--- src/rtl/tm_pkg.sv ---
// Shared types and constants for the TM inference sequencer and its serial argmax.
// Pure declarations; no latency or flow control of its own.
package tm_pkg;

  localparam int NUM_CLASSES = 10;
  localparam int SUM_W       = 32;
  localparam int CNT_W       = 17;
  localparam int IDX_W       = 4;

  typedef enum logic [2:0] {
    IDLE,
    CLEAR,
    SCAN,
    DRAIN,
    ARGMAX,
    RESULT
  } state_t;

  // Mux-style slice keeps every part-select constant after unrolling.
  function automatic logic signed [SUM_W-1:0] class_sum(
    input logic [NUM_CLASSES*SUM_W-1:0] sums,
    input logic [IDX_W-1:0]             idx
  );
    logic signed [SUM_W-1:0] r;
    r = '0;
    for (int c = 0; c < NUM_CLASSES; c++) begin
      if (idx == c[IDX_W-1:0]) r = sums[c*SUM_W +: SUM_W];
    end
    return r;
  endfunction

endpackage

--- src/rtl/tm_argmax_serial.sv ---
// Serial signed argmax, one class per cycle starting with the start pulse; done flags the last class
// with best_idx/best_sum already including it. No backpressure: sums must hold until done; flush cancels.
module tm_argmax_serial
  import tm_pkg::*;
(
  input  logic                         clk,
  input  logic                         rst,
  input  logic                         start,
  input  logic                         flush,
  input  logic [NUM_CLASSES*SUM_W-1:0] sums,
  output logic [IDX_W-1:0]             best_idx,
  output logic signed [SUM_W-1:0]      best_sum,
  output logic                         done
);

  logic [IDX_W-1:0]        cnt;
  logic                    run;
  logic [IDX_W-1:0]        idx_q;
  logic signed [SUM_W-1:0] sum_q;

  logic [IDX_W-1:0]        cur_idx;
  logic signed [SUM_W-1:0] cur_sum;
  logic                    active;
  logic                    take;

  always_comb begin
    cur_idx  = start ? '0 : cnt;
    cur_sum  = class_sum(sums, cur_idx);
    active   = (start || run) && !flush;
    // Strictly greater only, so ties stay with the earlier (lower) index.
    take     = start || (cur_sum > sum_q);
    best_idx = take ? cur_idx : idx_q;
    best_sum = take ? cur_sum : sum_q;
    done     = active && (cur_idx == IDX_W'(NUM_CLASSES - 1));
  end

  always_ff @(posedge clk or posedge rst) begin
    if (rst) begin
      cnt   <= '0;
      run   <= 1'b0;
      idx_q <= '0;
      sum_q <= '0;
    end else if (flush) begin
      run <= 1'b0;
    end else if (active) begin
      idx_q <= best_idx;
      sum_q <= best_sum;
      cnt   <= cur_idx + 1'b1;
      run   <= !done;
    end
  end

endmodule

--- src/rtl/tm_inference_sequencer.sv ---
// Per-sample TM inference: clear, clause/chunk sweep, drain, serial argmax; start-to-valid is 1+C*L+d+N+1.
// Result waits on pred_ready_i; start_i while busy is dropped, abort_i returns to IDLE with no result.
module tm_inference_sequencer
  import tm_pkg::*;
#(
  parameter int CLAUSES   = 2000,
  parameter int LA_CHUNKS = 49,
  parameter int DRAIN_MAX = 64
) (
  input  logic                         clk,
  input  logic                         rst_flag,
  input  logic                         start_i,
  input  logic                         abort_i,
  output logic [CNT_W-1:0]             clause_count,
  output logic [CNT_W-1:0]             la_chunk_count,
  output logic                         tm_rst_o,
  output logic                         tm_stop_o,
  input  logic                         tm_done_i,
  input  logic [NUM_CLASSES*SUM_W-1:0] class_sums_i,
  output logic                         pred_valid_o,
  input  logic                         pred_ready_i,
  output logic [3:0]                   pred_class_o,
  output logic [SUM_W-1:0]             pred_sum_o,
  output logic                         busy_o,
  output logic                         timeout_o
);

  localparam int DW = $clog2(DRAIN_MAX + 1);

  state_t          state;
  logic [DW-1:0]   drain_cnt;
  logic            argmax_start;

  logic            chunk_wrap;
  logic            scan_last;
  logic            nxt_last;
  logic [CNT_W-1:0] nxt_chunk;
  logic [CNT_W-1:0] nxt_clause;

  logic                    am_flush;
  logic                    am_done;
  logic [IDX_W-1:0]        am_idx;
  logic signed [SUM_W-1:0] am_sum;

  always_comb begin
    chunk_wrap = (la_chunk_count == CNT_W'(LA_CHUNKS - 1));
    nxt_chunk  = chunk_wrap ? '0 : la_chunk_count + 1'b1;
    nxt_clause = chunk_wrap ? clause_count + 1'b1 : clause_count;
    scan_last  = chunk_wrap && (clause_count == CNT_W'(CLAUSES - 1));
    // tm_stop_o is registered, so it is raised one step ahead of the last pair.
    nxt_last   = (nxt_clause == CNT_W'(CLAUSES - 1)) && (nxt_chunk == CNT_W'(LA_CHUNKS - 1));
    am_flush   = abort_i && (state != IDLE);
  end

  tm_argmax_serial u_argmax (
    .clk      (clk),
    .rst      (rst_flag),
    .start    (argmax_start),
    .flush    (am_flush),
    .sums     (class_sums_i),
    .best_idx (am_idx),
    .best_sum (am_sum),
    .done     (am_done)
  );

  always_ff @(posedge clk or posedge rst_flag) begin
    if (rst_flag) begin
      state          <= IDLE;
      clause_count   <= '0;
      la_chunk_count <= '0;
      drain_cnt      <= '0;
      argmax_start   <= 1'b0;
      tm_rst_o       <= 1'b0;
      tm_stop_o      <= 1'b0;
      pred_valid_o   <= 1'b0;
      pred_class_o   <= '0;
      pred_sum_o     <= '0;
      busy_o         <= 1'b0;
      timeout_o      <= 1'b0;
    end else if (abort_i && (state != IDLE)) begin
      state        <= IDLE;
      argmax_start <= 1'b0;
      tm_rst_o     <= 1'b0;
      tm_stop_o    <= 1'b0;
      pred_valid_o <= 1'b0;
      busy_o       <= 1'b0;
    end else begin
      case (state)
        IDLE: begin
          if (start_i) begin
            state          <= CLEAR;
            busy_o         <= 1'b1;
            tm_rst_o       <= 1'b1;
            timeout_o      <= 1'b0;
            clause_count   <= '0;
            la_chunk_count <= '0;
          end
        end
        CLEAR: begin
          state     <= SCAN;
          tm_rst_o  <= 1'b0;
          tm_stop_o <= (CLAUSES == 1) && (LA_CHUNKS == 1);
        end
        SCAN: begin
          if (scan_last) begin
            state     <= DRAIN;
            tm_stop_o <= 1'b0;
            drain_cnt <= '0;
          end else begin
            clause_count   <= nxt_clause;
            la_chunk_count <= nxt_chunk;
            tm_stop_o      <= nxt_last;
          end
        end
        DRAIN: begin
          if (tm_done_i) begin
            state        <= ARGMAX;
            argmax_start <= 1'b1;
          end else if (drain_cnt == DW'(DRAIN_MAX - 1)) begin
            state        <= ARGMAX;
            argmax_start <= 1'b1;
            timeout_o    <= 1'b1;
          end else begin
            drain_cnt <= drain_cnt + 1'b1;
          end
        end
        ARGMAX: begin
          argmax_start <= 1'b0;
          if (am_done) begin
            state        <= RESULT;
            pred_valid_o <= 1'b1;
            pred_class_o <= am_idx;
            pred_sum_o   <= am_sum;
          end
        end
        RESULT: begin
          if (pred_ready_i) begin
            state        <= IDLE;
            pred_valid_o <= 1'b0;
            busy_o       <= 1'b0;
          end
        end
        default: begin
          state  <= IDLE;
          busy_o <= 1'b0;
        end
      endcase
    end
  end

endmodule

--- config.mk ---
export PLATFORM = sky130hd
export DESIGN_NAME = tm_inference_sequencer
export DESIGN_NICKNAME = d
export VERILOG_FILES = /design/src/rtl/tm_pkg.sv /design/src/rtl/tm_argmax_serial.sv /design/src/rtl/tm_inference_sequencer.sv
export SDC_FILE = /design/constraint.sdc
export NUM_CORES = 1
export LEC_CHECK = 0
export CORE_ASPECT_RATIO = 0.8
export CORE_MARGIN = 3
export CORE_UTILIZATION = 45
export CTS_CLUSTER_DIAMETER = 40
export DETAILED_ROUTE_END_ITERATION = 16
export PLACE_DENSITY = 0.83
export RECOVER_POWER = 25
export REMOVE_ABC_BUFFERS = 1
export SLEW_MARGIN = 10
export SYNTH_ARGS = -nofsm -noshare
export SYNTH_HDL_FRONTEND = slang
export SYNTH_SLANG_ARGS = --single-unit
--- constraint.sdc ---
create_clock -name clk -period 5.3 [get_ports clk]
set_input_delay 0.53 -clock clk [delete_from_list [all_inputs] [get_ports clk]]
set_output_delay 0.53 -clock clk [all_outputs]
set_load 0.005 [all_outputs]
==> impl_metrics.toml, run 1 <==
[outcome]
status = "finished, violations left"
failed_checks = "capacitance limit, slew limit"

[final_layout]
nFillCells = 1738
drive_gt1_share_pct = 9.478
area.growth.synth_to_final_pct = 50.56
fin_area_um2 = 15040
seqCellArea_um2 = 3178
multi_input_area_um2 = 6238
instances_no_fill = 1879
nNetsFinal = 1925

[hold_path]
hp-class = "flop to flop"

[floorplanning]
dieWidth_um = 172.6
die-area_um2 = 24040
io_pins = 401
start_util_pct = 46.09
core_area_um2 = 21680
dieHeight_um = 139.3
rows = 48

[clock_network]
cts_sinks = 127
numCtsBuffers = 17
cts_tree = "built"
clockBufferDepth = 2
clk_root_buffer_cell = "clkbuf_16"
clkTransAtPathRegs_ns = 0.06
cts_htree_levels = 4
insertion_delay_ns = 0.43

[yosys]
synth_ff_type = "dfrtp_1"
async_flop_share_pct = 100.0
yosys_warnings = 0
synth_top_area_share_pct = 31.81
ys_seq_area_share_pct = 31.81
yosys-top-cells-area = "dfrtp_1 (32%), ha_1 (5.0%), o21ai_0 (3.7%), nand2_1 (3.6%), nor2_1 (3.5%)"
synth_area_um2 = 9992
synth.distinct_cells = 79
avgSynthCellArea_um2 = 8.348
synth_area_leader_cell = "dfrtp_1"
synth_edf_count = 0
ys_ff_latch = 127
netlist_instances = 1197

[placed_design]
dpl-instance-area_um2 = 14360
io_buffers = 400
hpwl_um = 39590
place_congestion = 1.009
dp_cells = 1840

[critical_path]
cp_cell_sequence = "nor2b_2 -> inv_1 -> ha_1 -> nor2b_2 -> buf_4 -> a221oi_1 -> o311ai_0 -> buf_4 -> o2111ai_1 -> a31oi_1 -> buf_4 -> ha_1 -> and3_1 -> a221o_1 -> a211oi_2 -> a21oi_1 -> nor4_4 -> buf_4 -> mux2i_1 -> a21oi_1"
cp-start-kind = "flop"
path_class = "flop to flop"
cpPeakStageDelay_ns = 0.40
slowest_stage = "dfrtp_1"
cp-end-kind = "flop"
crit_family = "compound AO/OA/AOI/OAI gates"
required_ns = 5.55
crit_path_frequent_cell = "buf_4"
worstPathArrival_ns = 5.38
crit_fanout = 11
cp_num_buf_inv = 5

[global_route]
antenna_found_initial = 7
grt_max_degree = 63
grt_overflow = 0
grt_use_total_pct = 40.17
grt_pass1_vias = 11769
grt_pass1_wl_um = 74100

[flow_run]
cap_violations = 3

[timing]
rsz0062_at_grt = "no"
clock_skew_ns = 0.01649
setup_viol = 0
slew_viol_final = 98
finalCritPeriodShare_pct = 96.78
min_period_ns = 5.129
relSlewSlack_pct = -27.49
worst_pin_slew_ns = 1.912
fmax_ghz = 0.1950
setup_tns_ns = 0
finalHoldViolCount = 0

[pwr]
p_leak_nw = 6.022
power_w = 0.009570
peakVddDrop_mv = 0.8005
p_per_area_nw_per_um2 = 636.1

[drt]
wl_met2_um = 23020
drt_iter0_drc = 1441
drc_errors = 0
wl_met1_um = 19650
vias_per_cell = 6.391
route.vias.total = 12009
dr.pass1.iters = 6
wl_met3_um = 4668
drt-wirelength-per-cell_um = 26.57
wl_um = 49930
drtAntennaViolNets = 0
top_layer = "met5"
[cells by family (layout without fill, tap and decap cells)]
logic type	after synthesis	count (layout)	synth area share, %
compound gates	398	398	28.19
xor+xnor	19	19	1.665
fa+ha+maj	40	40	5.009
buf+inv	154	529	6.724
flops	127	127	31.81
mux	63	63	6.699
other cells	0	7	0
simple gates	396	396	19.91
[state kept, by name, summed over array words and instances (netlist names), 3 cells and up]
signal and count:
clause_count 17, drain_cnt 7, la_chunk_count 17, pred_class_o 4, pred_sum_o 32, state 3
u_argmax.cnt 4, u_argmax.idx_q 4, u_argmax.sum_q 32
[worst paths after layout]
kind	end	slack, ns	startpoint	cells after the start
min in group asynchronous	u_argmax.sum_q[4]$_DFFE_PP0P_	0.90	rst_flag	2
min	pred_class_o[3]$_DFFE_PP0P_	0.50	pred_class_o[3]$_DFFE_PP0P_	2
max in group asynchronous	la_chunk_count[10]$_DFFE_PP0P_	2.04	rst_flag	3
max	pred_sum_o[21]$_DFFE_PP0P_	0.17	u_argmax.cnt[0]$_DFFE_PP0P_	20
min reg2reg	pred_class_o[3]$_DFFE_PP0P_	0.50	pred_class_o[3]$_DFFE_PP0P_	2
max reg2reg	pred_sum_o[21]$_DFFE_PP0P_	0.17	u_argmax.cnt[0]$_DFFE_PP0P_	20
[placed cells by master (no fill, tap or decap), drive strengths merged, types with 7 or more instances in the layout]
master	netlist	final
clkdlybuf4s50	0	398
dfrtp	127	127
a221oi	33	33
nor3	37	37
mux2	31	31
xnor2	8	8
a21oi	60	60
nor4	13	13
ha	40	40
o22a	22	22
o311ai	21	21
inv	50	53
xor2	11	11
o31ai	21	21
and3	15	15
o21ai	78	78
clkbuf	53	20
a22oi	8	8
nand3	68	68
o22ai	30	30
o221ai	8	8
a22o	10	10
o41ai	8	8
a31oi	35	35
a221o	12	12
diode	0	7
mux2i	32	32
o2111ai	24	24
nand2	96	96
nor2	92	92
and2	18	18
buf	51	45
nand4	13	13
[per-layer routing]
| metal | vias up | global-route usage (%) |
|---|---|---|
| met5 | - | 0 |
| met4 | 2 | 18.34 |
| met3 | 144 | 10.26 |
| met2 | 760 | 63.91 |
| met1 | 5781 | 51.76 |
| li1 | 5322 | - |
[metrics by stage]
step / setup WS, ns / util [%] / hold WS (ns)
after global routing: 0.002604 / 69.38 / 0.5370
after floorplan: -2.987 / - / 0.4419
after global placement: 0.3320 / 66.23 / 0.4725
final: 0.1709 / 69.39 / 0.4993
after detailed placement: 0.09799 / 66.23 / 0.4809
after CTS: 0.003452 / 69.09 / 0.4696
[tightest hold or removal path: stages (launching register included)]
cell and delay (ns):
dfrtp_1 0.36, nand2_1 0.05, nand2_1 0.06
[area by class of cell]
type                       instances  area share (%)
inverter                          50           1.256
clock inverter                    14           1.206
tap                              300           2.495
multi-input combinational        916           41.47
sequential                       127           21.12
clock buffer                      18           2.919
timing repair buffer             447           29.42
antenna                            7          0.1164
[power by group]
part           leakage [nW]  internal [W]  total (W)  switching, W
clock                 0.290      0.000760    0.00125      0.000486
sequential             1.70       0.00118    0.00138      0.000204
combinational          4.03       0.00293    0.00694       0.00401
total                  6.02       0.00487    0.00957       0.00470
[repair_timing]
item | 4_1_cts | 5_1_grt
endpoints found under the hold margin | 0 | 0
gates resized for setup | 0 | 12
buffers inserted | 0 | 0
endpoints found under the setup margin | 0 | 69
hold buffers | 0 | 0
[Yosys cell counts, drive strengths merged (12+ instances only)]
| master | n |
|---|---|
| dfrtp | 127 |
| nand2 | 96 |
| nor2 | 92 |
| o21ai | 78 |
| nand3 | 68 |
| a21oi | 60 |
| clkbuf | 53 |
| buf | 51 |
| inv | 50 |
| ha | 40 |
| nor3 | 37 |
| a31oi | 35 |
| a221oi | 33 |
| mux2i | 32 |
| mux2 | 31 |
| o22ai | 30 |
| o2111ai | 24 |
| o22a | 22 |
| o311ai | 21 |
| o31ai | 21 |
| and2 | 18 |
| and3 | 15 |
| nand4 | 13 |
| nor4 | 13 |
| a221o | 12 |
(Power assumes the default switching activity.)
==> inputs of run 2 (changes only) <==
--- a/config.mk
+++ b/config.mk
@@ -8,12 +8,12 @@
 export CORE_ASPECT_RATIO = 0.8
 export CORE_MARGIN = 3
 export CORE_UTILIZATION = 45
-export CTS_CLUSTER_DIAMETER = 40
+export CTS_CLUSTER_DIAMETER = 80
 export DETAILED_ROUTE_END_ITERATION = 16
 export PLACE_DENSITY = 0.83
 export RECOVER_POWER = 25
 export REMOVE_ABC_BUFFERS = 1
-export SLEW_MARGIN = 10
+export SLEW_MARGIN = 15
 export SYNTH_ARGS = -nofsm -noshare
 export SYNTH_HDL_FRONTEND = slang
 export SYNTH_SLANG_ARGS = --single-unit
==> results of run 2 <==
Same layout as run 1: the final DEF is identical, and so are final timing and power.
